<file path="src/rtl/route_reserve_arbiter_if.sv">
// Route-reservation bus between the input-port control FSMs and the per-switch arbiter.
// Latency: none, wires only. The arbiter registers everything on its side.
// Backpressure: a request is held valid until a grant pulse comes back. Release is a single-cycle pulse.
//
// Signals:
//   routeReserveRequestValid [N]        bit i: input i has a pending request
//   routeReserveRequest      [N*RW]     field i: requested output index for input i
//   routeRelease             [N]        bit i: input i's tail flit has been forwarded
//   routeReserveStatus       [N]        bit i: one-cycle grant pulse to input i
//   sel                      [N*RW]     field o: input currently driving crossbar output o
//   selValid                 [N]        bit o: crossbar output o is locked and enabled
interface route_reserve_arbiter_if #(
    parameter int N             = 4,
    parameter int REQUEST_WIDTH = 2
);
    logic [N-1:0]               routeReserveRequestValid;
    logic [N*REQUEST_WIDTH-1:0] routeReserveRequest;
    logic [N-1:0]               routeRelease;
    logic [N-1:0]               routeReserveStatus;
    logic [N*REQUEST_WIDTH-1:0] sel;
    logic [N-1:0]               selValid;

    // Input-port side: raises requests and releases, consumes grants.
    modport master (
        output routeReserveRequestValid,
        output routeReserveRequest,
        output routeRelease,
        input  routeReserveStatus,
        input  sel,
        input  selValid
    );

    // Arbiter side.
    modport slave (
        input  routeReserveRequestValid,
        input  routeReserveRequest,
        input  routeRelease,
        output routeReserveStatus,
        output sel,
        output selValid
    );
endinterface

</file>
<file path="src/rtl/route_reserve_arbiter.sv">
// Per-output round-robin route reservation. Each output is locked to one input until that input releases it.
// Latency: a request sampled at edge t produces the grant pulse and selValid in cycle t+1.
// Backpressure: a losing or blocked request stays pending while its valid is held. A release frees the output one cycle before re-arbitration.
//
// Ports:
//   clk  - single clock domain
//   rst  - synchronous, active-high; drops every lock and resets all round-robin pointers
//   bus  - route_reserve_arbiter_if.slave: requests and releases in; grant pulses and crossbar select out
//
// REQUEST_WIDTH must be at least $clog2(N). A request field >= N matches no output, so it is never granted.
module route_reserve_arbiter #(
    parameter int N             = 4,
    parameter int REQUEST_WIDTH = 2
) (
    input  logic                  clk,
    input  logic                  rst,
    route_reserve_arbiter_if.slave bus
);
    localparam int RW = REQUEST_WIDTH;

    typedef logic [RW-1:0] idx_t;
    typedef enum logic {
        IDLE   = 1'b0,
        LOCKED = 1'b1
    } state_t;

    // Per-output state
    state_t          state_q [N];
    idx_t            owner_q [N];
    idx_t            ptr_q   [N];
    logic [N*RW-1:0] sel_q;
    logic [N-1:0]    status_q;

    // Combinational arbitration results
    logic [N-1:0]    cand [N];      // cand[o][i]: input i wants output o
    logic [N-1:0]    grant_vld;
    idx_t            grant_idx [N];
    logic [N-1:0]    release_hit;   // owner of output o pulsed its release
    logic [N-1:0]    status_nxt;

    // Candidate sets. An output index that does not exist never matches,
    // so out-of-range requests fall out here.
    always_comb begin
        for (int o = 0; o < N; o++) begin
            cand[o] = '0;
            for (int i = 0; i < N; i++) begin
                cand[o][i] = bus.routeReserveRequestValid[i] &&
                             (bus.routeReserveRequest[i*RW +: RW] == idx_t'(o));
            end
        end
    end

    // Round-robin pick, done in two passes over constant indices:
    // 1) the first candidate at or above ptr;
    // 2) otherwise, the first candidate from 0 (this wraps around below ptr).
    // Only IDLE outputs arbitrate. A LOCKED output ignores new requests,
    // including the winner's own request that is still high in the grant cycle.
    always_comb begin
        for (int o = 0; o < N; o++) begin
            grant_vld[o] = 1'b0;
            grant_idx[o] = '0;
            if (state_q[o] == IDLE) begin
                for (int i = 0; i < N; i++) begin
                    if (!grant_vld[o] && cand[o][i] && (idx_t'(i) >= ptr_q[o])) begin
                        grant_vld[o] = 1'b1;
                        grant_idx[o] = idx_t'(i);
                    end
                end
                for (int i = 0; i < N; i++) begin
                    if (!grant_vld[o] && cand[o][i]) begin
                        grant_vld[o] = 1'b1;
                        grant_idx[o] = idx_t'(i);
                    end
                end
            end
        end
    end

    // A release counts only when it comes from the registered owner.
    // Releases from other inputs are dropped.
    always_comb begin
        for (int o = 0; o < N; o++) begin
            release_hit[o] = 1'b0;
            for (int i = 0; i < N; i++) begin
                if ((owner_q[o] == idx_t'(i)) && bus.routeRelease[i]) begin
                    release_hit[o] = 1'b1;
                end
            end
        end
    end

    // Grant pulses, folded from per-output winners onto input bits. An input
    // names only one output, so at most one output can grant to it.
    always_comb begin
        status_nxt = '0;
        for (int i = 0; i < N; i++) begin
            for (int o = 0; o < N; o++) begin
                if (grant_vld[o] && (grant_idx[o] == idx_t'(i))) begin
                    status_nxt[i] = 1'b1;
                end
            end
        end
    end

    always_ff @(posedge clk) begin
        if (rst) begin
            for (int o = 0; o < N; o++) begin
                state_q[o] <= IDLE;
                owner_q[o] <= '0;
                ptr_q[o]   <= '0;
            end
            sel_q    <= '0;
            status_q <= '0;
        end else begin
            status_q <= status_nxt;
            for (int o = 0; o < N; o++) begin
                case (state_q[o])
                    IDLE: begin
                        if (grant_vld[o]) begin
                            state_q[o]          <= LOCKED;
                            owner_q[o]          <= grant_idx[o];
                            sel_q[o*RW +: RW]   <= grant_idx[o];
                            // The winner moves to lowest priority for this output.
                            ptr_q[o]            <= (grant_idx[o] == idx_t'(N-1)) ? '0
                                                   : grant_idx[o] + idx_t'(1);
                        end
                    end
                    LOCKED: begin
                        // A release takes priority over a pending request. The output
                        // spends one IDLE cycle before it can be granted again.
                        // sel keeps its last value.
                        if (release_hit[o]) begin
                            state_q[o] <= IDLE;
                        end
                    end
                endcase
            end
        end
    end

    always_comb begin
        for (int o = 0; o < N; o++) begin
            bus.selValid[o] = (state_q[o] == LOCKED);
        end
    end

    assign bus.sel                = sel_q;
    assign bus.routeReserveStatus = status_q;

endmodule

</file>
<file path="src/flat_wrapper.sv">
// flat-port wrapper written by rule: the top's interface ports become plain ports
module route_reserve_arbiter_flat 
#(
    parameter int N             = 4,
    parameter int REQUEST_WIDTH = 2
)
  (clk, rst, bus_routeReserveRequestValid, bus_routeReserveRequest, bus_routeRelease, bus_routeReserveStatus, bus_sel, bus_selValid);
  route_reserve_arbiter_if #(.N(N), .REQUEST_WIDTH(REQUEST_WIDTH)) bus_i ();
  input  logic clk;
  input  logic rst;
  input wire logic [$bits(bus_i.routeReserveRequestValid)-1:0] bus_routeReserveRequestValid;
  input wire logic [$bits(bus_i.routeReserveRequest)-1:0] bus_routeReserveRequest;
  input wire logic [$bits(bus_i.routeRelease)-1:0] bus_routeRelease;
  output wire logic [$bits(bus_i.routeReserveStatus)-1:0] bus_routeReserveStatus;
  output wire logic [$bits(bus_i.sel)-1:0] bus_sel;
  output wire logic [$bits(bus_i.selValid)-1:0] bus_selValid;
  assign bus_i.routeReserveRequestValid = bus_routeReserveRequestValid;
  assign bus_i.routeReserveRequest = bus_routeReserveRequest;
  assign bus_i.routeRelease = bus_routeRelease;
  assign bus_routeReserveStatus = bus_i.routeReserveStatus;
  assign bus_sel = bus_i.sel;
  assign bus_selValid = bus_i.selValid;
  route_reserve_arbiter #(.N(N), .REQUEST_WIDTH(REQUEST_WIDTH)) u_core (.clk(clk), .rst(rst), .bus(bus_i));
endmodule
</file>
<file path="config.mk">
export PLATFORM = sky130hd
export DESIGN_NAME = route_reserve_arbiter_flat
export DESIGN_NICKNAME = d
export VERILOG_FILES = /design/src/rtl/route_reserve_arbiter_if.sv /design/src/rtl/route_reserve_arbiter.sv /design/src/flat_wrapper.sv
export SDC_FILE = /design/constraint.sdc
export NUM_CORES = 1
export LEC_CHECK = 0
export CAP_MARGIN = 40
export CORE_MARGIN = 2
export CORE_UTILIZATION = 55
export CTS_CLUSTER_DIAMETER = 200
export DETAILED_ROUTE_END_ITERATION = 7
export DONT_BUFFER_PORTS = 1
export GPL_TIMING_DRIVEN = 0
export PLACE_DENSITY = 0.76
export SETUP_SLACK_MARGIN = 0.15
export SLEW_MARGIN = 20
export SYNTH_ARGS = -nofsm -noshare
export SYNTH_HDL_FRONTEND = slang
export SYNTH_SLANG_ARGS = --single-unit
</file>
<file path="constraint.sdc">
create_clock -name clk -period 2 [get_ports clk]
set_input_delay 0 -clock clk [delete_from_list [all_inputs] [get_ports clk]]
set_output_delay 0 -clock clk [all_outputs]
set_load 0.01 [all_outputs]
</file>
==> results of run 1 <==
through the flow:
step / hold WS, ns / instances / total power, mW / util [%]
final: 0.0467 / 273 / 1.97 / 74.3
after global routing: 0.0531 / 273 / 2.04 / 74.3
after global placement: 0.0738 / 246 / 1.15 / 59.5
after detailed placement: 0.0768 / 246 / 1.18 / 59.5
after CTS: 0.0384 / 267 / 1.88 / 68.6
after floorplan: 0.0691 / 198 / 1.10 / -
cell usage in the layout (no fill, tap or decap), types with 3 or more instances in the layout:
master,instances
a221o_1,5
a22o_1,5
and3_1,3
and3b_1,5
buf_4,18
buf_6,4
clkbuf_8,6
dfxtp_1,12
edfxtp_1,20
ha_1,6
ha_2,5
ha_4,5
inv_1,13
inv_2,3
mux4_2,4
nand2_1,10
nand3_1,4
nand3b_1,6
nor2_1,8
nor3_1,3
o21ai_2,4
or3_4,3
or3b_2,3
area by class of cell:
type | count | area [um^2]
sequential | 32 | 841
fill | 225 | 947
timing repair buffer | 19 | 160
clock inverter | 2 | 33.8
inverter | 17 | 66.3
multi-input combinational | 145 | 1470
buffer | 4 | 30.0
clock buffer | 6 | 82.6
tap | 48 | 60.1
power groups by stage:
stage | Clock, mW | Sequential [mW] | Combinational [mW]
6_report | 0.641 | 0.864 | 0.462
5_1_grt | 0.669 | 0.871 | 0.495
4_1_cts | 0.643 | 0.855 | 0.385
3_5_place_dp | 0 | 0.867 | 0.313
3_3_place_gp | 0 | 0.858 | 0.296
2_1_floorplan | 0 | 0.845 | 0.253
worst min path at each step:
| stage | startpoint | end | slack [ns] |
|---|---|---|---|
| 2_1_floorplan | rst | u_core.bus.sel[7] | 0.07 |
| 3_3_place_gp | rst | u_core.bus.sel[7] | 0.07 |
| 3_5_place_dp | rst | u_core.bus.sel[7] | 0.08 |
| 4_1_cts | rst | u_core.bus.sel[5] | 0.04 |
| 5_1_grt | rst | u_core.state_q[3] | 0.05 |
| 6_report | rst | u_core.state_q[3] | 0.05 |
cell families after synthesis:
kind of cell             synth area share (%)
flip-flops                               39.7
multiplexers                             4.73
AND/OR/NAND/NOR                          21.1
AO/OA/AOI/OAI                            20.4
adder cells (fa/ha/maj)                  9.45
buffers and inverters                    4.55
sequential cells by signal, indices dropped and copies added (netlist names):
register and flops:
u_core.bus.routeReserveStatus 4, u_core.bus.sel 8, u_core.owner_q 8, u_core.ptr_q 8
u_core.state_q 4
layer usage:
layer  share of wire (%)  up-vias
met5                   0        -
met2                  53       78
li1                    -      815
met1                  38      886
met4                 1.9        0
met3                 7.0       16
repair_timing:
item / in CTS / in global routing
hold buffers: 1 / 0
hold endpoints to repair: 7 / 0
gates resized for setup: 25 / 37
pin swaps: 14 / 18
buffers inserted: 12 / 6
endpoints found under the setup margin: 7 / 11
==> results_dict.tcl, run 1 <==
set metrics [dict create \
    grt_max_degree 11 \
    seq_power_share_pct 43.9 \
    firstDrtPassIters 6 \
    synth-seq-cells 32 \
    die_w_um 66.1 \
    pwr-share-comb_pct 23.5 \
    yosys_warnings 0 \
    p_leak_nw 1.06 \
    skew_ns 0.00449 \
    crit_fanout 4 \
    yosys-top-cells-count "edfxtp_1 (20), ha_1 (16), inv_1 (15)" \
    fp.dieArea_um2 4360 \
    worstSetupStartpointType "register" \
    r2r-start "u_core.ptr_q[0][0]" \
    clock_sinks 32 \
    hold-path-cell-count 2 \
    synth_async_sr_flop_share_pct 0 \
    endpoint "u_core.bus.routeReserveStatus[3]" \
    slowest_stage "edfxtp_1" \
    initial_core_util_pct 57.4 \
    fmax_ghz 0.504 \
    synth_area_leaders "edfxtp_1 (28%), dfxtp_1 (11%), ha_1 (9.5%)" \
    avgSynthCellArea_um2 10.7 \
    hold_viol_final 0 \
    timing.final.ws_setup_ns 0.0174 \
    clkSlewWorstSetupHoldPaths_ns 0.07 \
    h-tree-depth 2 \
    path_delay_family "compound AO/OA/AOI/OAI gates" \
    setup_viol 0 \
    p_sw_mw 0.559 \
    grt.busiest_layer "met2" \
    p_sw_share_pct 28.4 \
    syn_inst 198 \
    critical_path_depth 7 \
    pin_count 34 \
    run_status "complete, no violations" \
    yosysUniqueCellTypes 51 \
    drt-initial-drc-count 202 \
    clockPowerShare_pct 32.6 \
    synth_top_area_share_pct 28.4 \
    synth_edf_count 20 \
    synth_most_common_cell "edfxtp_1" \
    slew_headroom_pct 49.9 \
    first_global_vias 1767 \
    fin_tns_setup_ns 0 \
    dieHeight_um 66.1 \
    finalCritPeriodShare_pct 99.1 \
    dpl_cell_area_um2 2190 \
    drv_cap 0 \
    pwr_density_cell_nw_per_um2 718 \
    area_delta_synth_final_pct 29.4 \
    setup.worst_path.end_class "register" \
    synth_ff_type "edfxtp_1" \
    postLayoutCellArea_um2 2740 \
    drive_above_1_share_pct 41.8 \
    drc 0 \
    nNetsFinal 258 \
    use_met1_pct 32.1 \
    finalWirelength_um 5850 \
    syn_area_um2 2120 \
    grt_usage_pct 26.9 \
    path_cells "nor2b_4 > o21ai_2 > a22o_1 > nor2_1 > ha_2 > a32o_1 > a221o_1" \
    place_congestion 0.865 \
    rsz0062_at_grt "yes" \
    yosysSeqAreaShare_pct 39.7 \
    root_buffer "clkbuf_8" \
    synth_nets 232 \
    met3_usage_pct 5.96 \
    cp.arrival_ns 2.15 \
    maxSlewViolCount 0 \
    cpPeakStageDelay_ns 0.50 \
    core_region_area_um2 3690 \
    tightest_slew_ns 0.749 \
    viasPerCell 6.58 \
    r2r-end "u_core.bus.routeReserveStatus[3]" \
    hp-class "in2reg" \
    diodes 0 \
    postRouteAntennaNets 0 \
    p_int_mw 1.41 \
    grt_pass1_wl_um 8660 \
    crit_required_ns 2.17 \
    synth_top_cell_by_area "edfxtp_1" \
    clk_latency_ns 0.29 \
    reg2regPathDepth 7 \
    wire_per_inst_um 21.4 \
    pre_cts_ws_ns -0.0356 \
    grt_overflow 0 \
    cp-startpoint "u_core.ptr_q[0][0]" \
    r2r_setup_slack_ns 0.02 \
    path_class "reg2reg" \
    period_needed_ns 1.98 \
    port_buffers 0 \
    post-dp-hpwl_um 3920 \
    clk_path_buf_depth 2 \
    cts_tree "built" \
    num_rows 22 \
    vias 1795 \
    antenna_found_initial 0 \
    path_buf_inv 0 \
    irDropWorstVdd_mv 0.381 \
    use_met2_pct 48.2 \
    cts_inserted_buffers 5 \
]
(Power assumes the default switching activity.)
==> inputs of run 2 (changes only) <==
Settings changed: PLACE_DENSITY 0.76 to 0.81.
==> results_dict.tcl, run 2 (same netlist as run 1, synthesis figures left out) <==
set metrics [dict create \
    pre_cts_ws_ns -0.0536 \
    grt_pass1_wl_um 8970 \
    pwr_density_cell_nw_per_um2 715 \
    port_buffers 0 \
    grt_usage_pct 28.1 \
    path_class "reg2reg" \
    hold-path-cell-count 2 \
    drc 0 \
    power.total_mw 1.96 \
    skew_ns 0.00344 \
    path_cells "or3b_4 > o311ai_4 > nor3_2 > ha_2 > a32o_1 > a221o_1" \
    postLayoutCellArea_um2 2750 \
    reg2regPathDepth 6 \
    num_rows 22 \
    final_common_cell "buf_4" \
    crit_required_ns 2.17 \
    setup_viol 0 \
    clock_sinks 32 \
    clk_latency_ns 0.29 \
    drv_cap 0 \
    final_cell_count_no_fill 283 \
    die_w_um 66.1 \
    slew_headroom_pct 55.8 \
    multi_input_area_um2 1410 \
    dpl_cell_area_um2 2190 \
    p_leak_nw 1.09 \
    run_status "complete, no violations" \
    regArea_um2 841 \
    grt_overflow 0 \
    pin_count 34 \
    place_congestion 0.908 \
    fmax_ghz 0.503 \
    rsz0062_at_grt "yes" \
    drive_above_1_share_pct 41.3 \
    diodes 0 \
    hold_viol_final 0 \
    first_global_vias 1859 \
    clk_path_buf_depth 2 \
    period_needed_ns 1.99 \
    viasPerCell 6.96 \
    h-tree-depth 2 \
    fin_tns_setup_ns 0 \
    firstDrtPassIters 6 \
    maxSlewViolCount 0 \
    numPlacedInstances 246 \
    fp.dieArea_um2 4360 \
    worstSetupStartpointType "register" \
    cts_inserted_buffers 5 \
    wire_per_inst_um 22.7 \
    antenna_found_initial 0 \
    final_util_pct 74.5 \
    dieHeight_um 66.1 \
    postRouteAntennaNets 0 \
    layout_common_cells "buf_4 (30), edfxtp_1 (20), inv_1 (13)" \
    grt_max_degree 12 \
    nNetsFinal 268 \
    crit_fanout 5 \
    slowest_stage "edfxtp_1" \
    finalWirelength_um 6420 \
    cp.arrival_ns 2.16 \
    cts_tree "built" \
    setup.worst_path.end_class "register" \
    area_delta_synth_final_pct 29.7 \
    post-dp-hpwl_um 3710 \
    fillers 244 \
    vias 1971 \
    cpPeakStageDelay_ns 0.47 \
    core_region_area_um2 3690 \
    drt-initial-drc-count 307 \
    tightest_slew_ns 0.662 \
    hp-class "in2reg" \
    initial_core_util_pct 57.4 \
    finalHoldWorstSlack_ns 0.0401 \
    root_buffer "clkbuf_8" \
    irDropWorstVdd_mv 0.593 \
    clkSlewWorstSetupHoldPaths_ns 0.07 \
    finalCritPeriodShare_pct 99.3 \
    timing.final.ws_setup_ns 0.0138 \
]
-- run 2: changes by cell type in the layout (fill, tap and decap cells not counted), sizes merged --
cell | before | now
clkinvlp | 0 | 1
clkbuf | 6 | 5
buf | 22 | 32
-- run 2: final timing paths --
kind / from / endpoint / slack, ns
hold / removal: rst / u_core.state_q[3] / 0.04
setup reg to reg: u_core.ptr_q[1][1] / u_core.bus.routeReserveStatus[3] / 0.01
setup / recovery: u_core.ptr_q[1][1] / u_core.bus.routeReserveStatus[3] / 0.01
hold reg to reg: u_core.bus.sel[5] / u_core.bus.sel[5] / 0.51
-- run 2: what timing repair did --
action                     4_1_cts  5_1_grt
resized for setup               27       24
setup endpoints to repair        9       11
pin swaps                       15       20
hold buffers                     1        0
hold endpoints to repair         8        0
setup buffers                   14       14
-- run 2: cell type report --
class / instances / share of cell area, %
Buffer: 4 / 1.09
Clock buffer: 5 / 2.51
Clock inverter: 3 / 1.55
Inverter: 17 / 2.41
Multi-Input combinational cell: 145 / 51.3
Sequential cell: 32 / 30.6
Tap cell: 48 / 2.19
Timing Repair Buffer: 29 / 8.29
-- run 2: where the power goes --
part | internal (mW) | switching, mW | total (mW)
Combinational | 0.234 | 0.242 | 0.476
Sequential | 0.780 | 0.0785 | 0.858
Clock | 0.368 | 0.261 | 0.630
Total | 1.38 | 0.582 | 1.96
-- run 2: routing by layer --
| layer | routed length [um] | part of all wire (%) | GRT usage, % | up-vias |
|---|---|---|---|---|
| met4 | 425 | 6.6 | 15.8 | 0 |
| li1 | - | - | - | 831 |
| met3 | 706 | 11 | 7.16 | 48 |
| met1 | 2330 | 36 | 33.3 | 942 |
| met2 | 2960 | 46 | 46.5 | 150 |
| met5 | 0 | 0 | 0 | - |
-- run 2: critical path: cells and delay by family, from the launching register on --
kind | cells | cell delay, ns
AO/OA/AOI/OAI | 3 | 0.62
adder cells (fa/ha/maj) | 1 | 0.21
flip-flops | 1 | 0.47
AND/OR/NAND/NOR | 2 | 0.56
==> inputs of run 3 (changes only) <==
Settings changed: GPL_TIMING_DRIVEN 0 to unset.
==> results_dict.tcl, run 3 (same netlist as run 1, synthesis figures left out) <==
set metrics [dict create \
    clk_latency_ns 0.29 \
    first_global_vias 1762 \
    run_status "complete, no violations" \
    maxSlewViolCount 0 \
    root_buffer "clkbuf_8" \
    drt-initial-drc-count 187 \
    viasPerCell 6.46 \
    drc 0 \
    fp.dieArea_um2 4360 \
    nNetsFinal 257 \
    core_region_area_um2 3690 \
    drv_cap 0 \
    cts_inserted_buffers 5 \
    dpl_cell_area_um2 2210 \
    setup.worst_path.end_class "register" \
    diodes 0 \
    numPlacedInstances 248 \
    port_buffers 0 \
    fmax_ghz 0.526 \
    wire_per_inst_um 20.6 \
    cts_tree "built" \
    clkSlewWorstSetupHoldPaths_ns 0.07 \
    drive_above_1_share_pct 36.2 \
    die_w_um 66.1 \
    slew_headroom_pct 71.4 \
    dieHeight_um 66.1 \
    final_util_pct 70.3 \
    pwr_density_cell_nw_per_um2 729 \
    crit_required_ns 2.18 \
    grt_pass1_wl_um 8600 \
    vias 1756 \
    p_leak_nw 1.03 \
    num_rows 22 \
    clock_sinks 32 \
    postRouteAntennaNets 0 \
    regArea_um2 841 \
    tightest_slew_ns 0.428 \
    r2r_setup_slack_ns 0.10 \
    fillers 277 \
    period_needed_ns 1.90 \
    h-tree-depth 2 \
    irDropWorstVdd_mv 0.535 \
    path_class "reg2reg" \
    firstDrtPassIters 4 \
    finalCritPeriodShare_pct 95.0 \
    grt_overflow 0 \
    grt_max_degree 11 \
    post-dp-hpwl_um 3850 \
    layout_common_cells "edfxtp_1 (20), buf_4 (19), inv_1 (14)" \
    place_congestion 0.870 \
    initial_core_util_pct 57.4 \
    rsz0062_at_grt "yes" \
    grt_usage_pct 26.7 \
    setup_viol 0 \
    multi_input_area_um2 1340 \
    finalHoldWorstSlack_ns 0.0495 \
    area_delta_synth_final_pct 22.4 \
    cp.arrival_ns 2.08 \
    pin_count 34 \
    worstSetupStartpointType "register" \
    antenna_found_initial 0 \
    finalWirelength_um 5600 \
    hold_viol_final 0 \
    crit_fanout 5 \
    postLayoutCellArea_um2 2590 \
    clk_path_buf_depth 2 \
    final_common_cell "edfxtp_1" \
    power.total_mw 1.89 \
    final_cell_count_no_fill 272 \
    skew_ns 0.0110 \
    hp-class "in2reg" \
]
-- run 3: area by class of cell --
cell class | count | share of cell area, %
Multi-Input combinational cell | 145 | 51.8
Clock inverter | 2 | 1.35
Sequential cell | 32 | 32.4
Inverter | 17 | 2.56
Clock buffer | 6 | 2.80
Tap cell | 48 | 2.32
Timing Repair Buffer | 22 | 6.75
-- run 3: timing repair --
item / CTS / global route
buffers inserted: 11 / 4
gates resized for setup: 22 / 16
pin swaps: 12 / 10
gates cloned: 0 / 0
endpoints found under the setup margin: 7 / 9
endpoints found under the hold margin: 8 / 0
hold buffers: 1 / 0
-- run 3: where the power goes --
part	switching [mW]	internal (mW)
Sequential	0.0636	0.779
Clock	0.245	0.369
Combinational	0.223	0.211
Total	0.532	1.36
-- run 3: worst paths after layout --
kind / startpoint / endpoint / depth (start not counted)
setup / recovery: u_core.ptr_q[1][1] / u_core.bus.routeReserveStatus[2] / 6
hold / removal: rst / u_core.bus.sel[5] / 3
setup reg to reg: u_core.ptr_q[1][1] / u_core.bus.routeReserveStatus[2] / 6
hold reg to reg: u_core.bus.sel[1] / u_core.bus.sel[1] / 1
-- run 3: stage by stage --
step                      TNS, ns  setup slack (ns)
after floorplan                 0             0.120
after global placement          0             0.107
after detailed placement  -0.0103           -0.0103
after CTS                       0             0.134
after global routing            0            0.0463
final                           0             0.100
-- run 3: critical path, stage by stage, from the launching register on --
cell	delay (ns)
edfxtp_1	0.43
buf_6	0.16
and2_4	0.15
or3_4	0.38
ha_2	0.19
a22o_1	0.23
a221o_1	0.26
-- run 3: routing by layer --
layer / GRT usage (%) / share of wire [%] / vias up
li1: - / - / 807
met1: 32.2 / 40 / 863
met2: 46.7 / 50 / 70
met3: 5.11 / 6.9 / 16
met4: 11.0 / 2.9 / 0
met5: 0 / 0 / -
